--- src/rtl/pipe_stage_reg.sv ---
// Pipeline stage register carrying a control and a data field between two stages,
// with valid/ready handshake, stall, synchronous flush and an optional 2-entry skid buffer.
module pipe_stage_reg #(
  parameter int DATA_W = 32,
  parameter int CTRL_W = 2,
  parameter int SKID   = 0
) (
  input  logic              Clk,
  input  logic              Reset,
  input  logic              Flush,
  input  logic              in_valid,
  output logic              in_ready,
  input  logic [CTRL_W-1:0] in_ctrl,
  input  logic [DATA_W-1:0] in_data,
  output logic              out_valid,
  input  logic              out_ready,
  output logic [CTRL_W-1:0] out_ctrl,
  output logic [DATA_W-1:0] out_data,
  output logic [1:0]        count
);

  typedef enum logic [1:0] {
    ST_EMPTY = 2'd0,
    ST_ONE   = 2'd1,
    ST_FULL  = 2'd2
  } state_t;

  localparam logic [CTRL_W-1:0] CTRL_ZERO = {CTRL_W{1'b0}};
  localparam logic [DATA_W-1:0] DATA_ZERO = {DATA_W{1'b0}};

  logic              main_valid;
  logic [CTRL_W-1:0] main_ctrl;
  logic [DATA_W-1:0] main_data;
  logic [1:0]        held;
  logic              ready;

  generate
    if (SKID == 0) begin : g_single
      logic accept;
      logic release_beat;

      // Ready passes straight through: free when empty or when the head leaves now.
      always_comb begin
        ready        = !main_valid || out_ready;
        accept       = in_valid && ready;
        release_beat = main_valid && out_ready;
      end

      // Single main register; ctrl is kept at zero whenever the entry is invalid.
      always_ff @(posedge Clk) begin
        if (Reset) begin
          main_valid <= 1'b0;
          main_ctrl  <= CTRL_ZERO;
          main_data  <= DATA_ZERO;
        end else if (Flush) begin
          main_valid <= 1'b0;
          main_ctrl  <= CTRL_ZERO;
        end else if (accept) begin
          main_valid <= 1'b1;
          main_ctrl  <= in_ctrl;
          main_data  <= in_data;
        end else if (release_beat) begin
          main_valid <= 1'b0;
          main_ctrl  <= CTRL_ZERO;
        end else begin
          main_valid <= main_valid;
        end
      end

      always_comb begin
        held = {1'b0, main_valid};
      end
    end else begin : g_skid
      state_t            state;
      logic [CTRL_W-1:0] skid_ctrl;
      logic [DATA_W-1:0] skid_data;
      logic              ready_r;
      logic [1:0]        count_r;
      logic              accept;
      logic              release_beat;

      // in_ready comes from a flop, so out_ready never reaches it combinationally.
      always_comb begin
        ready        = ready_r;
        accept       = in_valid && ready_r;
        release_beat = main_valid && out_ready;
        held         = count_r;
      end

      // EMPTY/ONE/FULL controller; the skid entry absorbs the one beat in flight when
      // out_ready drops, and refills the head once the stall clears.
      always_ff @(posedge Clk) begin
        if (Reset) begin
          state      <= ST_EMPTY;
          main_valid <= 1'b0;
          main_ctrl  <= CTRL_ZERO;
          main_data  <= DATA_ZERO;
          skid_ctrl  <= CTRL_ZERO;
          skid_data  <= DATA_ZERO;
          ready_r    <= 1'b1;
          count_r    <= 2'd0;
        end else if (Flush) begin
          state      <= ST_EMPTY;
          main_valid <= 1'b0;
          main_ctrl  <= CTRL_ZERO;
          skid_ctrl  <= CTRL_ZERO;
          ready_r    <= 1'b1;
          count_r    <= 2'd0;
        end else begin
          case (state)
            ST_EMPTY: begin
              if (accept) begin
                state      <= ST_ONE;
                main_valid <= 1'b1;
                main_ctrl  <= in_ctrl;
                main_data  <= in_data;
                count_r    <= 2'd1;
              end else begin
                state <= ST_EMPTY;
              end
            end
            ST_ONE: begin
              if (accept && release_beat) begin
                main_ctrl <= in_ctrl;
                main_data <= in_data;
              end else if (accept) begin
                state     <= ST_FULL;
                skid_ctrl <= in_ctrl;
                skid_data <= in_data;
                ready_r   <= 1'b0;
                count_r   <= 2'd2;
              end else if (release_beat) begin
                state      <= ST_EMPTY;
                main_valid <= 1'b0;
                main_ctrl  <= CTRL_ZERO;
                count_r    <= 2'd0;
              end else begin
                state <= ST_ONE;
              end
            end
            ST_FULL: begin
              if (release_beat) begin
                state     <= ST_ONE;
                main_ctrl <= skid_ctrl;
                main_data <= skid_data;
                skid_ctrl <= CTRL_ZERO;
                ready_r   <= 1'b1;
                count_r   <= 2'd1;
              end else begin
                state <= ST_FULL;
              end
            end
            default: begin
              state      <= ST_EMPTY;
              main_valid <= 1'b0;
              main_ctrl  <= CTRL_ZERO;
              skid_ctrl  <= CTRL_ZERO;
              ready_r    <= 1'b1;
              count_r    <= 2'd0;
            end
          endcase
        end
      end
    end
  endgenerate

  // Bubbles never present a live control field downstream.
  always_comb begin
    in_ready  = ready;
    out_valid = main_valid;
    out_ctrl  = main_valid ? main_ctrl : CTRL_ZERO;
    out_data  = main_data;
    count     = held;
  end

endmodule

--- config.mk ---
export PLATFORM = sky130hd
export DESIGN_NAME = pipe_stage_reg
export DESIGN_NICKNAME = d
export VERILOG_FILES = /design/src/rtl/pipe_stage_reg.sv
export SDC_FILE = /design/constraint.sdc
export NUM_CORES = 1
export LEC_CHECK = 0
export ABC_AREA = 1
export CORE_AREA = 2 2 65 83
export CTS_CLUSTER_DIAMETER = 150
export DETAILED_ROUTE_END_ITERATION = 16
export DIE_AREA = 0 0 67 85
export PLACE_DENSITY = 0.74
export SLEW_MARGIN = 20
export SYNTH_ARGS = -nofsm -noshare
export SYNTH_HDL_FRONTEND = slang
export SYNTH_SLANG_ARGS = --single-unit
--- constraint.sdc ---
create_clock -name Clk -period 1.2 [get_ports Clk]
set_clock_uncertainty 0.2 [all_clocks]
set_input_delay 0.3 -clock Clk [delete_from_list [all_inputs] [get_ports Clk]]
set_output_delay 0.3 -clock Clk [all_outputs]
set_load 0.03 [all_outputs]
After elaboration in Yosys (flattened, before gate mapping)
Index checks and enable logic that the tools add are counted.
{"block": "op_classes", "magnitude_cmp": 0, "reduce_logical": 7, "n_addsub": 0, "div": 0, "n_mux": 5, "shift": 0, "bitwise": 1, "n_mul": 0, "n_eq_ne": 0}
{"operator": "$mux 2", "count": 3}
{"operator": "$logic_and 1x1->1", "count": 2}
{"operator": "$mux 1", "count": 2}
{"operator": "$reduce_and 2->1", "count": 1}
{"operator": "$reduce_bool 2->1", "count": 1}
{"operator": "$reduce_or 2->1", "count": 1}
{"operator": "$logic_not 1->1", "count": 1}
{"operator": "$logic_or 1x1->1", "count": 1}
{"operator": "$not 1->1", "count": 1}
{"block": "totals", "register_bits": 35, "mem_bits_rw": 0, "out_inout_bits": 38, "latchBits": 0, "in_bits": 39, "elab_cells": 16, "romBits": 0, "n_memories": 0}

Longest topological paths before layout
{"block": "logic_depth", "ltp_word": 4, "depth_mapped": 7, "depth_no_buf": 6}

Least setup slack after synthesis
No wires, ideal clock.
{"block": "synth_path", "kind": "register to output", "start": "register main_valid, in the netlist out_valid", "end": "output in_ready", "stages_incl_launch_ff": 3, "arrival_time_ns": 0.967, "required_ns": 0.700, "setup_slack_ns": -0.267, "cell_sequence": "dfxtp_1 nand2_4 buf_2"}
{"block": "synth_between", "elab_chain_len": 2}
{"element": "start: declaration", "line_no": "31", "rtl": "logic main_valid;"}
{"element": "start signal: assignment", "line_no": "66", "rtl": "main_valid <= main_valid;"}
{"element": "$logic_not 1->1", "line_no": "44", "rtl": "ready = !main_valid || out_ready;"}
{"element": "$logic_or 1x1->1", "line_no": "44"}
{"element": "end: declaration", "line_no": "12", "rtl": "output logic in_ready,"}
No other way between the ends.

Final worst setup path
{"block": "layout_path", "start": "register main_valid, in the netlist out_valid", "end": "output out_ctrl[1]"}
{"block": "layout_between", "elab_chain_len": 1}
{"element": "$mux 2", "line_no": "171", "rtl": "out_ctrl = main_valid ? main_ctrl : CTRL_ZERO;"}
{"element": "end: declaration", "line_no": "17", "rtl": "output logic [CTRL_W-1:0] out_ctrl,"}
No other way between the ends.

==> impl_summary.md <==
STA
Setup repair after global routing could not meet its margin everywhere. The number of setup violations in the final report is 72. The worst setup margin is -0.224 ns. Summed over all failing endpoints, the final setup total negative slack is -8.69 ns. The maximum clock frequency is approximately 0.7 GHz.

The final hold violation count is 0. After layout, the worst path uses 119% of the clock period. The final period demand of the worst path is 1.42 ns. The count of final max-slew check failures came to 0.

GRT
The number of antenna violations at the first check in global routing is 0. Entering global routing, the biggest net connects 20 pins. For this run, global-route usage on met3 was measured as 4.77%. The number of global-route vias before repair is 2016. The global route total overflow is 0. The total global-route track usage is 20.4%. After global routing, the most crowded layer is met2. The global-route met1 utilization is 22.1%. The met2 track demand over resource in global routing is between 30% and 40%.

The first global-routing pass estimated 8.81 mm of wire.

Die
The initial standard-cell utilization of the core is 37.0%. 77 I/O pins were placed. The floorplan has 29 rows. The die covers approximately 5700 um^2. The height of the die is 85 um. The core region is 4930 um^2.

The chip width is 67 um.

Clock tree
The cell at the root of the clock tree is sky130_fd_sc_hd__clkbuf_8. In this run the deepest clock path goes through 2 buffers. Counting every sink on the clock net gives 35. The TritonCTS clock tree is yes. In this run, CTS created clock tree buffers numbering 5. The insertion delay to the later sink of the worst-skew pair is 0.28 ns. CTS built an H-tree with a depth of 2. Clock-pin slew was measured on the worst setup and hold paths at 0.06 ns.

Logic synthesis
Multiplexer cells account for 0% of the synthesized area. The average cell area after synthesis is 6.10 um^2. After technology mapping, the gate count stands at ~300.

For this run, the number of Yosys warnings is 0. The adder-cell share of the synthesized area is 0%. The area of the mapped netlist is 1820 um^2. The synthesized netlist devotes less than 1% of its cell area to compound gates.

In this run, synthesis produced a sequential element count of 35. The number of unique standard cell types used by synthesis is 14. The combinational family with the most area after synthesis is simple AND/OR/NAND/NOR gates. The synthesized netlist devotes 0% of its cell area to XOR and XNOR gates. The area share of and/or/nand/nor cells after synthesis is 34.0%. The portion of the post-synthesis area used by sequential elements is ~38%. Counting every net in the synthesized netlist gives 338.

Cells and area
Excluding fillers, the count of instances in the completed layout stands at 453. The number of filler instances in the final layout is 424. The final net count is 429. 0 antenna diodes ended up in the layout.

The library cells used most frequently in the layout, excluding fill and tap cells, are sky130_fd_sc_hd__inv_1, sky130_fd_sc_hd__buf_6, sky130_fd_sc_hd__nand2_1, sky130_fd_sc_hd__clkdlybuf4s50_1. In the final layout, the share of cells above drive strength 1 is 46.0%. The library cell used most frequently in the layout, excluding fill and tap cells, is sky130_fd_sc_hd__inv_1. The area growth from synthesis to layout is 85.0%.

Worst hold path
The hold-critical path depth is 2. The worst hold path terminates at main_ctrl[1]$_SDFFE_PP0P_. In this run the most critical hold path is launched from main_ctrl[1]$_SDFFE_PP0P_.

The type of the tightest min-delay check is reg -> reg.

Detailed routing
The violation count after the first detailed-routing iteration is 43. For this run, the detailed router's first-pass iteration total came to 4. In this run the remaining antenna-violating nets after routing total 0. After detailed routing, the total wire length is roughly 5.7 mm.

In the routed layout, each cell is associated on average with a via count of ~4.5. The routed via count is 2055. After detailed routing, the average wire length per cell comes to 12.6 um.

The residual DRC count is 0.

Worst setup path
The setup path with the least slack is of type reg -> out. The setup slack of the most critical reg-to-reg path is -0.22 ns. The signal on the critical path passes through nand2_2, inv_2, buf_6. For the worst setup path, the data arrival time is 0.92 ns.

The critical path data required time is 0.70 ns. The startpoint type of the worst setup path is a flop. The terminus of the critical flop-to-flop path is out_data[6]$_SDFFE_PP0P_. The startpoint of the lowest-slack register-to-register path is out_valid$_SDFFE_PP0P_. The highest fanout seen on the critical path is 7. The critical path's slowest cell is sky130_fd_sc_hd__dfxtp_4.

The path depth of the worst reg2reg path is 8. The type of element capturing the critical path is an output pin. The maximum cell stage delay along the critical path is 0.40 ns.

Placed design
Summed over all nets, the half-perimeter wirelength after detailed placement is 3.21 mm. The number of placed instances, taps included, is approximately 430. The weighted congestion at the end of routability-driven global placement is a little over 0.7. The number of buffer cells added on primary ports is between 70 and 80.

The setup slack after placement is -0.499 ns.

Power
The power density over the cells is 946 nW/um^2. The total leakage power is around 1.8 nW. VDD sags by at most 0.000603 V.

Status
The run finished, with violations left. The checks that failed: setup timing.

Flow run
Across the run, the number of max-cap violations was 0.
==> power breakdown <==
group / internal, mW / switching, mW
registers: 1.26 / 0.0598
clock network: 0.407 / 0.412
logic: 0.518 / 0.540
==> how the worst max path moves through the flow <==
stage,startpoint,endpoint,slack (ns)
2_1_floorplan,out_valid$_SDFFE_PP0P_,out_data[0]$_SDFFE_PP0P_,0.007
3_3_place_gp,out_ready,out_data[11]$_SDFFE_PP0P_,-0.47
3_5_place_dp,out_ready,out_data[9]$_SDFFE_PP0P_,-0.50
4_1_cts,out_valid$_SDFFE_PP0P_,out_ctrl[1],-0.23
5_1_grt,out_valid$_SDFFE_PP0P_,out_data[6]$_SDFFE_PP0P_,-0.28
6_report,out_valid$_SDFFE_PP0P_,out_ctrl[1],-0.22
==> cell usage after synthesis, drive strengths merged <==
master / instances / area share, %
nand2: 70 / 15
inv: 102 / 21
nor2: 32 / 6.6
dfxtp: 35 / 38
buf: 14 / 4.5
clkbuf: 4 / 0.82
conb: 1 / 0.21
nand4: 32 / 11
a21oi: 3 / 0.82
clkinv: 1 / 0.21
nand3: 5 / 1.6
==> stage by stage <==
stage	instance area (um^2)	hold WS, ns	power [mW]	util [%]
2_1_floorplan	1830	0.256	1.75	-
3_3_place_gp	2600	0.269	2.07	52.8
3_5_place_dp	2600	0.277	2.08	52.8
4_1_cts	3200	0.299	3.11	64.9
5_1_grt	3370	0.341	3.37	68.4
6_report	3370	0.311	3.19	68.4
==> area by class of cell <==
type | instances | area, um^2 | share of cell area, %
timing repair buffer | 102 | 1230 | 36.5
tap | 62 | 77.6 | 2.30
clock buffer | 7 | 76.3 | 2.26
sequential | 35 | 744 | 22.1
multi-input combinational | 143 | 851 | 25.2
clock inverter | 1 | 5.00 | 0.148
inverter | 103 | 388 | 11.5
==> cells by family (layout without fill, tap and decap cells) <==
kind of cell / Yosys count / in the layout
buffers and inverters: 121 / 213
other: 1 / 1
DFF: 35 / 35
AOI/OAI and AO/OA: 3 / 3
and+or+nand+nor: 139 / 139
==> layer usage <==
layer	vias to the layer above	routed length, um
li1	1041	-
met1	939	2080
met2	60	3220
met3	15	236
met4	0	164
met5	-	0
==> registers in the layout, summed over array words and instances, names as in the netlist <==
name,cells
out_data,32
main_ctrl,2
out_valid,1
==> critical path: cells and delay by family (launching register included) <==
kind,cells,cell delay [ns]
flops,1,0.40
simple gates,1,0.06
buf+inv,2,0.18
==> repair_timing <==
item | in CTS | in global routing
gates resized for setup | 119 | 57
buffers inserted | 8 | 3
cloned | 5 | 1
endpoints found under the setup margin | 72 | 72
hold buffers | 0 | 0
pin swaps | 28 | 18
(Power assumes the default switching activity.)
